File: src/rtl/pe_mem_arbiter_if.sv
// Purpose: bundles the PE-side request/grant signals and the shared memory read port.
// Latency: none, wires only.
// Backpressure: req is held until req_ack; memory side has no stall, mem_ack is a single-cycle response.
interface pe_mem_arbiter_if #(
  parameter int N_REQ  = 4,
  parameter int ADDR_W = 32,
  parameter int DATA_W = 32
);
  logic [N_REQ-1:0]        req;
  logic [N_REQ*ADDR_W-1:0] req_addr;
  logic [N_REQ-1:0]        gnt;
  logic [N_REQ-1:0]        req_ack;
  logic [N_REQ-1:0]        req_err;
  logic [DATA_W-1:0]       req_rdata;
  logic                    mem_read;
  logic [ADDR_W-1:0]       mem_address;
  logic                    mem_ack;
  logic [DATA_W-1:0]       mem_data;
  logic                    busy;

  // Arbiter view: consumes requests and memory responses, drives grants and the read strobe.
  modport master (
    input  req, req_addr, mem_ack, mem_data,
    output gnt, req_ack, req_err, req_rdata, mem_read, mem_address, busy
  );

  // Environment view: the PE controllers plus the data memory.
  modport slave (
    output req, req_addr, mem_ack, mem_data,
    input  gnt, req_ack, req_err, req_rdata, mem_read, mem_address, busy
  );
endinterface

File: src/rtl/pe_mem_arbiter.sv
// Purpose: round-robin share of one memory read port between N_REQ PE controllers.
// Latency: mem_read rises one edge after req is sampled; minimum 3 cycles per transaction.
// Backpressure: one transaction in flight; other PEs hold req until granted; WAIT ends on mem_ack or timeout.
module pe_mem_arbiter #(
  parameter int N_REQ   = 4,
  parameter int ADDR_W  = 32,
  parameter int DATA_W  = 32,
  parameter int TIMEOUT = 64
) (
  input  logic            clk,
  input  logic            rst,
  pe_mem_arbiter_if.master bus
);

  localparam int IDX_W = $clog2(N_REQ);
  localparam int CNT_W = (TIMEOUT > 1) ? $clog2(TIMEOUT) : 1;

  typedef enum logic [1:0] {
    S_IDLE,
    S_WAIT,
    S_DONE
  } state_t;

  state_t             state_q, state_d;
  logic [IDX_W-1:0]   ptr_q, ptr_d;
  logic [IDX_W-1:0]   win_q, win_d;
  logic [CNT_W-1:0]   cnt_q, cnt_d;
  logic [N_REQ-1:0]   gnt_q, gnt_d;
  logic [N_REQ-1:0]   ack_q, ack_d;
  logic [N_REQ-1:0]   err_q, err_d;
  logic [DATA_W-1:0]  rdata_q, rdata_d;
  logic               mem_read_q, mem_read_d;
  logic [ADDR_W-1:0]  addr_q, addr_d;

  logic               pick_vld;
  logic [IDX_W-1:0]   pick_idx;
  logic [IDX_W:0]     cand;

  // Round-robin pick: first requesting PE at or above the pointer, wrapping to 0.
  always_comb begin
    pick_vld = 1'b0;
    pick_idx = '0;
    cand     = '0;
    for (int i = 0; i < N_REQ; i++) begin
      cand = {1'b0, ptr_q} + (IDX_W+1)'(i);
      if (cand >= (IDX_W+1)'(N_REQ)) begin
        cand = cand - (IDX_W+1)'(N_REQ);
      end
      if (!pick_vld && bus.req[cand[IDX_W-1:0]]) begin
        pick_vld = 1'b1;
        pick_idx = cand[IDX_W-1:0];
      end
    end
  end

  // Next-state and registered-output computation for the IDLE/WAIT/DONE sequence.
  always_comb begin
    state_d    = state_q;
    ptr_d      = ptr_q;
    win_d      = win_q;
    cnt_d      = cnt_q;
    gnt_d      = gnt_q;
    ack_d      = ack_q;
    err_d      = err_q;
    rdata_d    = rdata_q;
    mem_read_d = mem_read_q;
    addr_d     = addr_q;

    case (state_q)
      S_IDLE: begin
        if (pick_vld) begin
          win_d           = pick_idx;
          gnt_d           = '0;
          gnt_d[pick_idx] = 1'b1;
          mem_read_d      = 1'b1;
          addr_d          = bus.req_addr[int'(pick_idx)*ADDR_W +: ADDR_W];
          cnt_d           = '0;
          state_d         = S_WAIT;
        end
      end

      S_WAIT: begin
        cnt_d = cnt_q + CNT_W'(1);
        // A response arriving on the timeout cycle still counts as a good read.
        if (bus.mem_ack) begin
          rdata_d       = bus.mem_data;
          ack_d         = '0;
          ack_d[win_q]  = 1'b1;
          mem_read_d    = 1'b0;
          state_d       = S_DONE;
        end else if ((TIMEOUT != 0) && (cnt_q == CNT_W'(TIMEOUT-1))) begin
          rdata_d       = '0;
          ack_d         = '0;
          ack_d[win_q]  = 1'b1;
          err_d         = '0;
          err_d[win_q]  = 1'b1;
          mem_read_d    = 1'b0;
          state_d       = S_DONE;
        end
      end

      S_DONE: begin
        // Holding gnt one extra cycle lets the PE drop req before we arbitrate again.
        ack_d   = '0;
        err_d   = '0;
        gnt_d   = '0;
        rdata_d = '0;
        if (win_q == IDX_W'(N_REQ-1)) begin
          ptr_d = '0;
        end else begin
          ptr_d = win_q + IDX_W'(1);
        end
        state_d = S_IDLE;
      end

      default: begin
        state_d = S_IDLE;
      end
    endcase
  end

  // State and output registers, cleared asynchronously so a stuck transaction can always be aborted.
  always_ff @(posedge clk or posedge rst) begin
    if (rst) begin
      state_q    <= S_IDLE;
      ptr_q      <= '0;
      win_q      <= '0;
      cnt_q      <= '0;
      gnt_q      <= '0;
      ack_q      <= '0;
      err_q      <= '0;
      rdata_q    <= '0;
      mem_read_q <= 1'b0;
      addr_q     <= '0;
    end else begin
      state_q    <= state_d;
      ptr_q      <= ptr_d;
      win_q      <= win_d;
      cnt_q      <= cnt_d;
      gnt_q      <= gnt_d;
      ack_q      <= ack_d;
      err_q      <= err_d;
      rdata_q    <= rdata_d;
      mem_read_q <= mem_read_d;
      addr_q     <= addr_d;
    end
  end

  assign bus.gnt         = gnt_q;
  assign bus.req_ack     = ack_q;
  assign bus.req_err     = err_q;
  assign bus.req_rdata   = rdata_q;
  assign bus.mem_read    = mem_read_q;
  assign bus.mem_address = addr_q;
  assign bus.busy        = (state_q != S_IDLE);

endmodule

File: src/flat_wrapper.sv
// flat-port wrapper written by rule: the top's interface ports become plain ports
module pe_mem_arbiter_flat 
#(
  parameter int N_REQ   = 4,
  parameter int ADDR_W  = 32,
  parameter int DATA_W  = 32,
  parameter int TIMEOUT = 64
)
  (clk, rst, bus_req, bus_req_addr, bus_mem_ack, bus_mem_data, bus_gnt, bus_req_ack, bus_req_err, bus_req_rdata, bus_mem_read, bus_mem_address, bus_busy);
  pe_mem_arbiter_if #(.N_REQ(N_REQ), .ADDR_W(ADDR_W), .DATA_W(DATA_W)) bus_i ();
  input  logic clk;
  input  logic rst;
  input wire logic [$bits(bus_i.req)-1:0] bus_req;
  input wire logic [$bits(bus_i.req_addr)-1:0] bus_req_addr;
  input wire logic [$bits(bus_i.mem_ack)-1:0] bus_mem_ack;
  input wire logic [$bits(bus_i.mem_data)-1:0] bus_mem_data;
  output wire logic [$bits(bus_i.gnt)-1:0] bus_gnt;
  output wire logic [$bits(bus_i.req_ack)-1:0] bus_req_ack;
  output wire logic [$bits(bus_i.req_err)-1:0] bus_req_err;
  output wire logic [$bits(bus_i.req_rdata)-1:0] bus_req_rdata;
  output wire logic [$bits(bus_i.mem_read)-1:0] bus_mem_read;
  output wire logic [$bits(bus_i.mem_address)-1:0] bus_mem_address;
  output wire logic [$bits(bus_i.busy)-1:0] bus_busy;
  assign bus_i.req = bus_req;
  assign bus_i.req_addr = bus_req_addr;
  assign bus_i.mem_ack = bus_mem_ack;
  assign bus_i.mem_data = bus_mem_data;
  assign bus_gnt = bus_i.gnt;
  assign bus_req_ack = bus_i.req_ack;
  assign bus_req_err = bus_i.req_err;
  assign bus_req_rdata = bus_i.req_rdata;
  assign bus_mem_read = bus_i.mem_read;
  assign bus_mem_address = bus_i.mem_address;
  assign bus_busy = bus_i.busy;
  pe_mem_arbiter #(.N_REQ(N_REQ), .ADDR_W(ADDR_W), .DATA_W(DATA_W), .TIMEOUT(TIMEOUT)) u_core (.clk(clk), .rst(rst), .bus(bus_i));
endmodule
File: config.mk
export PLATFORM = sky130hd
export DESIGN_NAME = pe_mem_arbiter_flat
export DESIGN_NICKNAME = d
export VERILOG_FILES = /design/src/rtl/pe_mem_arbiter_if.sv /design/src/rtl/pe_mem_arbiter.sv /design/src/flat_wrapper.sv
export SDC_FILE = /design/constraint.sdc
export NUM_CORES = 1
export LEC_CHECK = 0
export ABC_AREA = 0
export CORE_MARGIN = 5
export CORE_UTILIZATION = 42
export CTS_BUF_LIST = sky130_fd_sc_hd__clkbuf_8
export DETAILED_ROUTE_END_ITERATION = 6
export PLACE_DENSITY = 0.83
export SETUP_SLACK_MARGIN = 0.4
export SYNTH_ARGS = -nofsm -noshare
export SYNTH_HDL_FRONTEND = slang
export SYNTH_SLANG_ARGS = --single-unit
File: constraint.sdc
create_clock -name clk -period 3.7 [get_ports clk]
set_input_delay 0.74 -clock clk [delete_from_list [all_inputs] [get_ports clk]]
set_output_delay 0.74 -clock clk [all_outputs]
set_load 0.02 [all_outputs]
==> summary.txt <==
Run status
  – Status: finished, final reports clean

Clock tree
  – CTS hold repair buffers: 0
  – CTS Root Cell: clkbuf_8
  – Clock Sinks: between 80 and 90
  – Clock Pin Slew Worst Setup and Hold Paths: 0.09 ns
  – PostCTS Resize Cnt: 0
  – Clock Path Buffers: 2
  – Post-CTS setup buffer count: 0
  – H-tree depth: 3
  – Number of CTS-inserted buffers: 9
  – Worst-skew pair later-pin latency: ~0.37 ns
  – TritonCTS clock tree: done

Yosys
  – Ys Warns: 0
  – EDFF count, synth: 0
  – Most numerous cell in the Yosys netlist: dfrtp_1
  – Synth cell count leaders: dfrtp_1, o21ai_0, nand2_1
  – Register area share after synthesis: around 45%
  – FF+latch count, synth: between 80 and 90
  – Synth area leaders: dfrtp_1, o21ai_0, mux2i_1
  – Post-synth cell types: 42
  – Post-synthesis area per instance: 9.79 um2
  – Share of the synthesized area in the top cell type: between 40% and 50%
  – Asr flop ratio synth: 100%
  – Net count after synthesis: just under 700
  – Cell Area, Synth: just under 5000 um2
  – Largest area contributor in the netlist: dfrtp_1
  – Post-Syn Instances: approximately 510
  – Top FF cell, synth: dfrtp_1

GRT
  – First-pass GRT wire length: approximately 27000 um
  – Congestion Overflow GR: 0
  – Largest net degree at the start of global routing: 90
  – Gr usage total: 23.3%
  – Vias in the first global route: slightly above 5000
  – Initial antenna violation count: 0

Finish
  – Share of cells above drive strength 1: around a tenth
  – Final nets: 906
  – Diode count: 0
  – Layout area overhead: 54.9%

Place
  – Pre-CTS setup slack: 0.663 ns
  – Number of port buffers: approximately 240
  – Final Wtd Congestion: around 0.94
  – DPL Wire Length: around 13000 um

Worst hold path
  – Hold Crit Class: reg2reg
  – Worst hold stages: 2

Floorplan
  – I/O pins: 245
  – Die Width: between 100 and 150 um
  – Die span in y: 119 um
  – Die area: around 14000 um2
  – CORE AREA: around 12000 um2
  – Num rows: 39
  – Initial core utilization: between 40% and 50%

Power and ir drop
  – Power Density: roughly 770 nW/um2
  – IR Drop Worst-Case VDD: about 330 uV
  – Pleak: ~0.0032 uW

Drt
  – TritonRoute pass-1 iters: 5
  – DR vias: 4818
  – Routed len/inst: ~19 um
  – DRC errors left: 0
  – Antenna viol nets, final: 0
  – Initial DRC count: 361
  – Via density: around 5.5
  – WL final: 16600 um

Setup path
  – Worst path slowest cell: clkdlybuf4s50_1
  – Cell Chain, Critical Path: inv_1 -> ha_1 -> inv_1 -> clkdlybuf4s50_1
  – CP endpoint kind: output pin
  – Max FO, Critical Path: 11
  – Crit path kind: reg2out
  – Most used cell, CP: inv_1
  – Startpoint Class: flip-flop
  – R2R depth: 6
  – Worst path max stage delay: around 0.59 ns
  – CP Data Arrival Time: 2.12 ns
  – Req. time, crit path: between 2 and 3 ns

Timing
  – Final worst path period share: just under 80%
  – Fmax achieved: between 0.3 and 0.4 GHz
  – Fin crit period: ~2.9 ns
  – Final hold viol count: 0
  – Relative slew margins: roughly 27%
  – Setup Skew: roughly 0.021 ns
  – Final slew viol count: 0
  – RSZ-0062 raised after global routing: no
  – Final setup fails: 0
  – Final worst slack: 0.838 ns
  – Least-Margin Pin Slew: approximately 1.1 ns
  – Setup TNS Final: 0 ns

Job
  – # Max-Cap Violations: 0
metrics by stage:
step / util (%) / cell area (um2) / instances / total power (uW) / hold WS [ns]
6_report: 66.7 / 7690 / 878 / 5900 / 0.491
5_1_grt: 66.7 / 7690 / 878 / 6330 / 0.512
3_5_place_dp: 64.7 / 7450 / 862 / 5160 / 0.471
3_3_place_gp: 64.7 / 7450 / 862 / 5050 / 0.464
2_1_floorplan: - / 4960 / 507 / 3840 / 0.496
4_1_cts: 66.7 / 7690 / 878 / 5940 / 0.492
final cells by class:
cell class                 instances  area [um2]
fill                             903        3830
timing repair buffer             252        2530
multi-input combinational        369        2480
sequential                        89        2230
tap                              143         179
clock buffer                      10         138
clock inverter                     6        97.6
inverter                           9        36.3
critical path: cells and delay by family (launching register included):
family     cells  cell delay (ns)
flops          1             0.39
fa+ha+maj      1             0.45
buf+inv        3             0.93
power breakdown:
| part | total (uW) | leakage (uW) | switching, uW | internal (uW) |
|---|---|---|---|---|
| registers | 1670 | 0.00110 | 305 | 1370 |
| logic | 3460 | 0.00197 | 1900 | 1560 |
| clock network | 774 | 0.000119 | 365 | 409 |
| total | 5900 | 0.00318 | 2570 | 3340 |
worst paths after layout:
| kind | slack, ns | end | start |
|---|---|---|---|
| max | 0.84 | bus_busy | u_core.state_q[1]$_DFFE_PP0P_ |
| min | 0.49 | u_core.bus.req_rdata[17]$_DFFE_PP0P_ | u_core.bus.req_rdata[17]$_DFFE_PP0P_ |
| max reg2reg | 1.37 | u_core.bus.req_ack[3]$_DFFE_PP0P_ | u_core.state_q[1]$_DFFE_PP0P_ |
| min reg2reg | 0.49 | u_core.bus.req_rdata[17]$_DFFE_PP0P_ | u_core.bus.req_rdata[17]$_DFFE_PP0P_ |
| max in group asynchronous | 1.99 | u_core.bus.mem_address[25]$_DFFE_PP0P_ | rst |
| min in group asynchronous | 0.99 | u_core.bus.mem_address[6]$_DFFE_PP0P_ | rst |
sequential cells by signal, indices dropped and copies added, names as in the netlist:
signal                  cells
u_core.bus.mem_address     32
u_core.bus.req_rdata       32
u_core.cnt_q                6
u_core.bus.gnt              4
u_core.bus.req_ack          4
u_core.bus.req_err          4
u_core.ptr_q                2
u_core.state_q              2
u_core.win_q                2
u_core.bus.mem_read         1
cells by family (layout without fill, tap and decap cells):
group	count (synthesis)	count (layout)	share of synthesized area [%]
AOI/OAI and AO/OA	171	171	25.4
adders and majority gates	9	9	2.27
buffers and inverters	49	277	5.72
DFF	89	89	44.9
muxes	45	45	9.33
and+or+nand+nor	144	144	12.4
cell usage in the layout, fill, tap and decap left out, drive strengths merged:
cell | synthesis | layout
a221oi | 32 | 32
o211a | 2 | 2
ha | 9 | 9
bufinv | 0 | 2
mux2 | 10 | 10
buf | 22 | 8
o22ai | 34 | 34
nand2b | 3 | 3
nand4 | 1 | 1
inv | 9 | 11
nor2b | 7 | 7
o31ai | 1 | 1
a22oi | 4 | 4
nand2 | 79 | 79
a21o | 1 | 1
and2 | 1 | 1
o221a | 1 | 1
mux2i | 35 | 35
o21ai | 87 | 87
clkbuf | 18 | 10
dfrtp | 89 | 89
a21oi | 5 | 5
nor3 | 2 | 2
a211oi | 1 | 1
clkdlybuf4s50 | 0 | 244
o21a | 1 | 1
nand3 | 4 | 4
nor4 | 1 | 1
nor2 | 44 | 44
and3 | 2 | 2
a32o | 1 | 1
clkinv | 0 | 2
a41oi | 1 | 1
layer usage:
layer,vias to the layer above,track usage [%],wire length [um]
li1,2290,-,-
met1,2289,27.4,6420
met2,221,40.1,8250
met3,18,8.88,1710
met4,0,6.08,217
met5,-,0,0
Power figures use the tool's default switching activity.
